**config.mk**
```make
export PLATFORM = sky130hd
export DESIGN_NAME = ifetch
export DESIGN_NICKNAME = d
export VERILOG_FILES = /design/src/rtl/ifetch.sv
export SDC_FILE = /design/constraint.sdc
export NUM_CORES = 1
export LEC_CHECK = 0
export CAP_MARGIN = 20
export CORE_MARGIN = 3
export CORE_UTILIZATION = 45
export DETAILED_ROUTE_END_ITERATION = 10
export GPL_TIMING_DRIVEN = 0
export HOLD_SLACK_MARGIN = 0.06
export PLACE_DENSITY = 0.67
export RECOVER_POWER = 50
export SYNTH_ARGS = -nofsm -noshare
export SYNTH_HDL_FRONTEND = slang
export SYNTH_SLANG_ARGS = --single-unit
```
**constraint.sdc**
```tcl
create_clock -name clk -period 4.25 [get_ports clk]
set_input_delay 0.425 -clock clk [delete_from_list [all_inputs] [get_ports clk]]
set_output_delay 0.425 -clock clk [all_outputs]
set_load 0.1 [all_outputs]
```
**src/rtl/ifetch.sv**
```systemverilog
// Instruction fetch stage: drives icache reads, captures returned
// halfwords into a prefetch FIFO and hands them to decode.
module ifetch #(
    parameter logic [31:0] RESET_INDEX = 32'd0,
    parameter int unsigned FIFO_DEPTH  = 4
) (
    input  logic        clk,
    input  logic        not_reset,
    input  logic        branch_valid,
    input  logic [31:0] branch_index,
    output logic        cache_not_enable,
    output logic [31:0] cache_index,
    input  logic [15:0] cache_data,
    output logic        instr_valid,
    input  logic        instr_ready,
    output logic [15:0] instr_data,
    output logic [31:0] instr_index
);

    localparam int PW = $clog2(FIFO_DEPTH);
    localparam int CW = PW + 1;

    logic [31:0]   fetch_q, fetch_d;
    logic          infl_v_q, infl_v_d;
    logic [31:0]   infl_idx_q, infl_idx_d;
    logic [PW-1:0] rd_q, rd_d;
    logic [PW-1:0] wr_q, wr_d;
    logic [CW-1:0] cnt_q, cnt_d;

    logic [15:0] data_q [FIFO_DEPTH];
    logic [31:0] idx_q  [FIFO_DEPTH];

    logic [CW-1:0] occ;
    logic          issue;
    logic          push;
    logic          pop;

    // Occupancy counts the in-flight read so a full FIFO never overflows
    assign occ   = cnt_q + CW'(infl_v_q);
    assign issue = not_reset && !branch_valid && (occ < CW'(FIFO_DEPTH));
    assign push  = infl_v_q && !branch_valid;
    assign pop   = instr_valid && instr_ready && !branch_valid;

    assign cache_not_enable = !issue;
    assign cache_index      = fetch_q;

    assign instr_valid = (cnt_q != '0);
    assign instr_data  = instr_valid ? data_q[rd_q] : 16'd0;
    assign instr_index = instr_valid ? idx_q[rd_q]  : 32'd0;

    always_comb begin
        fetch_d    = fetch_q;
        infl_v_d   = 1'b0;
        infl_idx_d = infl_idx_q;
        rd_d       = rd_q;
        wr_d       = wr_q;
        cnt_d      = cnt_q;
        if (branch_valid) begin
            fetch_d = branch_index;
            rd_d    = '0;
            wr_d    = '0;
            cnt_d   = '0;
        end else begin
            if (issue) begin
                infl_v_d   = 1'b1;
                infl_idx_d = fetch_q;
                fetch_d    = fetch_q + 32'd1;
            end
            if (push) wr_d = wr_q + PW'(1);
            if (pop)  rd_d = rd_q + PW'(1);
            unique case ({push, pop})
                2'b10:   cnt_d = cnt_q + CW'(1);
                2'b01:   cnt_d = cnt_q - CW'(1);
                default: cnt_d = cnt_q;
            endcase
        end
    end

    always_ff @(posedge clk or negedge not_reset) begin
        if (!not_reset) begin
            fetch_q    <= RESET_INDEX;
            infl_v_q   <= 1'b0;
            infl_idx_q <= 32'd0;
            rd_q       <= '0;
            wr_q       <= '0;
            cnt_q      <= '0;
        end else begin
            fetch_q    <= fetch_d;
            infl_v_q   <= infl_v_d;
            infl_idx_q <= infl_idx_d;
            rd_q       <= rd_d;
            wr_q       <= wr_d;
            cnt_q      <= cnt_d;
        end
    end

    // Storage needs no reset: reads are masked while the FIFO is empty
    always_ff @(posedge clk) begin
        if (push) begin
            data_q[wr_q] <= cache_data;
            idx_q[wr_q]  <= infl_idx_q;
        end
    end

endmodule

```
== Word level (Yosys, flattened, before mapping) ==
Memory sizes are Yosys's and may differ from the RTL's.
Cells that the tools add are included.

* Add/sub/neg operators: 6
* Magnitude comparators: 1
* Eq/ne operators: 2
* Muxes and demuxes: 14
* Bitwise operators: 1
* Reductions and logical operators: 13

{| class="wikitable"
|+ Operator list
! cell !! number
|-
| 32-bit 2-to-1 mux || 3
|-
| 32-bit by 1-bit adder with 32-bit output, second input constant || 1
|-
| 16-bit 2-to-1 mux || 1
|-
| 2-bit 2-to-1 mux || 4
|-
| 3-bit one-hot mux with 2 select lines || 1
|-
| 2-bit nonzero test || 3
|-
| 3-bit nonzero test || 2
|-
| 1-bit logical AND || 5
|-
| 2-bit by 1-bit adder with 2-bit output, second input constant || 2
|-
| 1-bit 2-to-1 mux || 4
|-
| 3-bit by 1-bit adder with 3-bit output || 1
|-
| 3-bit by 1-bit adder with 3-bit output, second input constant || 1
|-
| 3-bit less-than comparator, second input constant || 1
|-
| 3-bit 2-to-1 mux || 1
|-
| 3-bit by 1-bit subtractor with 3-bit output, second input constant || 1
|-
| 2-bit by 1-bit equality test with 1-bit output, second input constant || 1
|-
| 2-bit equality test, second input constant || 1
|-
| 1-bit zero test || 2
|-
| 2-bit AND reduction || 1
|-
| 1-bit NOT || 1
|}

* Bits in registers: 72
* Memory bits (writable): 192
* Bits of input ports: 52
* Output and inout bits: 82
* Logic and storage cells: 45
* Memories: 2

{| class="wikitable"
|+ Memory list
! name !! depth !! width !! rd ports !! clocked after Yosys merged registers in !! write ports !! RTL line !! text
|-
| idx_q || 4 || 32 || 1 || 0 || 1 || 31 || <nowiki>logic [31:0] idx_q [FIFO_DEPTH];</nowiki>
|-
| data_q || 4 || 16 || 1 || 0 || 1 || 30 || <nowiki>logic [15:0] data_q [FIFO_DEPTH];</nowiki>
|}

== Logic depth before layout (Yosys ltp) ==
* Word-level depth: 6
* Gate-level depth with buffers: 10
* Depth with buffers taken out: 8

== Least setup slack after synthesis ==
OpenSTA, ideal clock, no wires.

* Path type: reg-to-output
* Start point: register cnt_q[2]
* End point: output instr_index[22]
* Arrival time: 2.729 ns
* Setup slack: 1.096 ns
* Cell stages (with the launch flop): 6
* Buffers on the path: 3
* Cells stage by stage: dfrtp_1 clkbuf_1 or3_1 clkbuf_1 clkbuf_1 and2_1

* Longest elaborated chain between the ends: 2

{| class="wikitable"
|+ Ends and longest elaborated chain
! item !! RTL line !! text
|-
| start, declared || 28 || <nowiki>logic [CW-1:0] cnt_q, cnt_d;</nowiki>
|-
| start signal, assigned || 93 || <nowiki>cnt_q <= cnt_d;</nowiki>
|-
| 3-bit nonzero test || 47 || <nowiki>assign instr_valid = (cnt_q != '0);</nowiki>
|-
| net instr_valid || 14 || <nowiki>output logic instr_valid,</nowiki>
|-
| 32-bit 2-to-1 mux || 49 || <nowiki>assign instr_index = instr_valid ? idx_q[rd_q] : 32'd0;</nowiki>
|-
| end, declared || 17 || <nowiki>output logic [31:0] instr_index</nowiki>
|}

The timed path passes the listed nets, and every way through them passes these cells.

== Worst setup path in the final report ==
* Start point: register rd_q[1]
* End point: output instr_index[18]

* Longest elaborated chain between the ends: 2

{| class="wikitable"
|+ Ends and longest elaborated chain
! item !! RTL line !! text
|-
| start, declared || 26 || <nowiki>logic [PW-1:0] rd_q, rd_d;</nowiki>
|-
| start signal, assigned || 91 || <nowiki>rd_q <= rd_d;</nowiki>
|-
| memory 4 x 32 bit || - ||
|-
| 32-bit 2-to-1 mux || 49 ||
|}

Every way passes these cells.

==> impl_metrics.json <==
{
  "track_usage_pct": 18.28,
  "layout_commonest_cell": "edfxtp_1",
  "dr_total_vias": 6242,
  "p_per_area_nw_per_um2": 742.9,
  "portBuffers": 132,
  "syn_area_um2": 10910,
  "vdd_drop_max_v": 0.0005086,
  "rr_worst_depth": 4,
  "cts-root-buf": "clkbuf_16",
  "cts-buffers-inserted": 26,
  "critical_path.reg2reg.startpoint": "infl_v_q$_DFF_PN0_",
  "final_cell_mix": "edfxtp_1 (192), nand2_1 (127), clkdlybuf4s50_1 (107), dfrtp_1 (72), and2_1 (53)",
  "clk_latency_ns": 0.52,
  "fillCellCount": 1925,
  "post-dp-hpwl_um": 15610,
  "ys_ff_latch": 264,
  "violations": "capacitance limit, slew limit",
  "cts_tree": "built",
  "grt_pass1_vias": 6518,
  "post_drt_wl_per_cell_um": 19.36,
  "combinationalPowerShare_pct": 44.3,
  "r2r_end": "idx_q[1][20]$_DFFE_PP_",
  "post-route-drc-count": 0,
  "synth_top_area_share_pct": 52.86,
  "drive_above_1_share_pct": 13.82,
  "drt_pre_antenna_iters": 5,
  "path_clk_slew_ns": 0.06,
  "ff2ff_setup_slack_ns": 1.45,
  "die_w_um": 161.7,
  "seqPwrFrac_pct": 33.4,
  "hold_viol_final": 0,
  "fin_crit_sh_pct": 94.52,
  "worst_pin_slew_ns": 1.630,
  "cp_max_fo": 10,
  "min_period_ns": 4.017,
  "clockBufferDepth": 3,
  "place_inst": 1153,
  "dp_slack_ns": 0.6396,
  "coreArea_um2": 23610,
  "switchingPower_w": 0.004443,
  "fin_skew_ns": 0.007663,
  "cp.arrival_ns": 3.59,
  "globalplace.congestion": 0.7861,
  "synthCells": 697,
  "ys_seq_area_share_pct": 69.38,
  "cap_viol_max_count": 2,
  "rsz0062_at_grt": "no",
  "grt_max_degree": 51,
  "hold_path.class": "in2async",
  "drv_slew": 39,
  "clock_sinks": 264,
  "p_clk_share_pct": 22.3,
  "grt_first_pass_wirelength_um": 37340,
  "routed_wl_um": 23270,
  "crit_type": "reg2out",
  "syn_to_final_growth_pct": 24.74,
  "cp-end-kind": "primary output",
  "p_int_w": 0.005665,
  "postCtsSetupRepairBufs": 0,
  "whs_ns": 0.3879,
  "synth_fp_nets": 755,
  "synth-edff-count": 192,
  "synthArstFlopShare_pct": 27.27,
  "syn_avg_cell_area_um2": 15.65,
  "drt_iter0_markers": 419,
  "synth_area_leaders": "edfxtp_1 (53%), dfrtp_1 (17%), mux4_2 (9.9%), nand2_1 (4.4%), and2_1 (3.3%)",
  "start_util_pct": 46.19,
  "die_y_um": 161.7,
  "status": "complete, but fails checks",
  "slew_headroom_pct": -8.720,
  "leakage_nw": 4.928,
  "ys_types": 49,
  "die_area_um2": 26140,
  "synth_ff_type": "edfxtp_1",
  "fmax_ghz": 0.2489,
  "cp.required_ns": 3.83,
  "fin_ws_ns": 0.2328,
  "synth_warnings": 0,
  "fin_cells": 1202,
  "sw_frac_of_total_pct": 43.95,
  "pin_count": 134,
  "grt_overflow_total": 0,
  "ant_nets": 0,
  "synth_largest_area_cell": "edfxtp_1",
  "setup_viol_count_final": 0,
  "ctsHtreeMaxLevel": 1,
  "antenna_found_initial": 0,
  "num_rows": 56,
  "via_per_inst": 5.193,
  "start_kind": "flip-flop",
  "layout.nets": 921,
  "diodes": 0
}
-- final cells by class --
| cell class | count | area (um2) | area share [%] |
|---|---|---|---|
| Inverter | 6 | 22.52 | 0.1655 |
| Sequential cell | 264 | 7567 | 55.62 |
| Timing Repair Buffer | 138 | 1456 | 10.70 |
| Buffer | 37 | 162.7 | 1.196 |
| Tap cell | 319 | 399.1 | 2.934 |
| Clock buffer | 41 | 758.2 | 5.573 |
| Multi-Input combinational cell | 390 | 3154 | 23.18 |
| Clock inverter | 7 | 85.08 | 0.6253 |
-- sequential cells by signal (all words and copies together), names as in the netlist --
signal	count
cache_index	32
infl_idx_q	32
wr_q	2
cnt_q	3
infl_v_q	1
rd_q	2
idx_q	128
data_q	64
-- worst max-delay path, stage by stage (launching register included) --
cell             delay, ns
dfrtp_1               0.39
buf_1                 0.51
clkbuf_1              0.59
mux4_2                0.33
and2_1                0.12
clkdlybuf4s50_1       1.12
-- logic make-up after synthesis --
group                    after synthesis  synth area share (%)
AND/OR/NAND/NOR                      257                 12.54
adder cells (fa/ha/maj)                6                0.7571
flip-flops                           264                 69.38
XOR/XNOR                              35                 2.879
AO/OA/AOI/OAI                         34                 1.698
multiplexers                          58                 11.04
buffers and inverters                 43                 1.709
-- power by group through the flow --
stage	sequential [W]	clock [W]	combinational, W
detailed placement	0.00342	0	0.00454
floorplan	0.00358	0	0.00324
CTS	0.00337	0.00231	0.00455
finish	0.00337	0.00226	0.00448
global route	0.00341	0.00242	0.00470
global placement	0.00341	0	0.00451
-- routing by layer --
metal  GRT usage (%)  up-vias  routed length [um]
met5               0        -                   0
met1           25.97     3118               10370
met2           30.53      187               11270
met3           2.729       28                1299
met4           3.877        0                 334
li1                -     2909                   -
-- how the worst max path moves through the flow --
stage / start / to / slack, ns / cells after the start
floorplan: cnt_q[2]$_DFFE_PN0P_ / instr_index[22] / 1.10 / 5
global placement: not_reset / cache_not_enable / -2.15 / 7
detailed placement: rd_q[1]$_DFFE_PN0P_ / instr_index[12] / 0.64 / 5
CTS: rd_q[1]$_DFFE_PN0P_ / instr_index[12] / 0.06 / 5
global route: rd_q[1]$_DFFE_PN0P_ / instr_index[18] / 0.02 / 5
finish: rd_q[1]$_DFFE_PN0P_ / instr_index[18] / 0.23 / 5
-- per-stage QoR --
stage,setup TNS (ns),util [%],instance area (um2),power (W)
6_report,0,57.62,13610,0.01011
3_3_place_gp,-70.50,53.48,12630,0.007925
2_1_floorplan,0,-,10910,0.006826
4_1_cts,0,57.56,13590,0.01023
5_1_grt,0,57.62,13610,0.01053
3_5_place_dp,0,53.94,12740,0.007962
-- cells in the mapped netlist (9+ instances only) --
master	number
edfxtp_1	192
nand2_1	127
dfrtp_1	72
and2_1	57
mux4_2	48
clkbuf_1	21
xnor2_1	17
xor2_1	17
o21ai_1	15
nand4_1	14
o21ai_0	14
nand3_1	10
and3_1	9
-- repair_timing --
item                       4_1_cts  5_1_grt
hold endpoints to repair        25        0
setup endpoints to repair        0        8
resized for setup                0        8
hold buffers                     1        0
(Power assumes the default switching activity.)
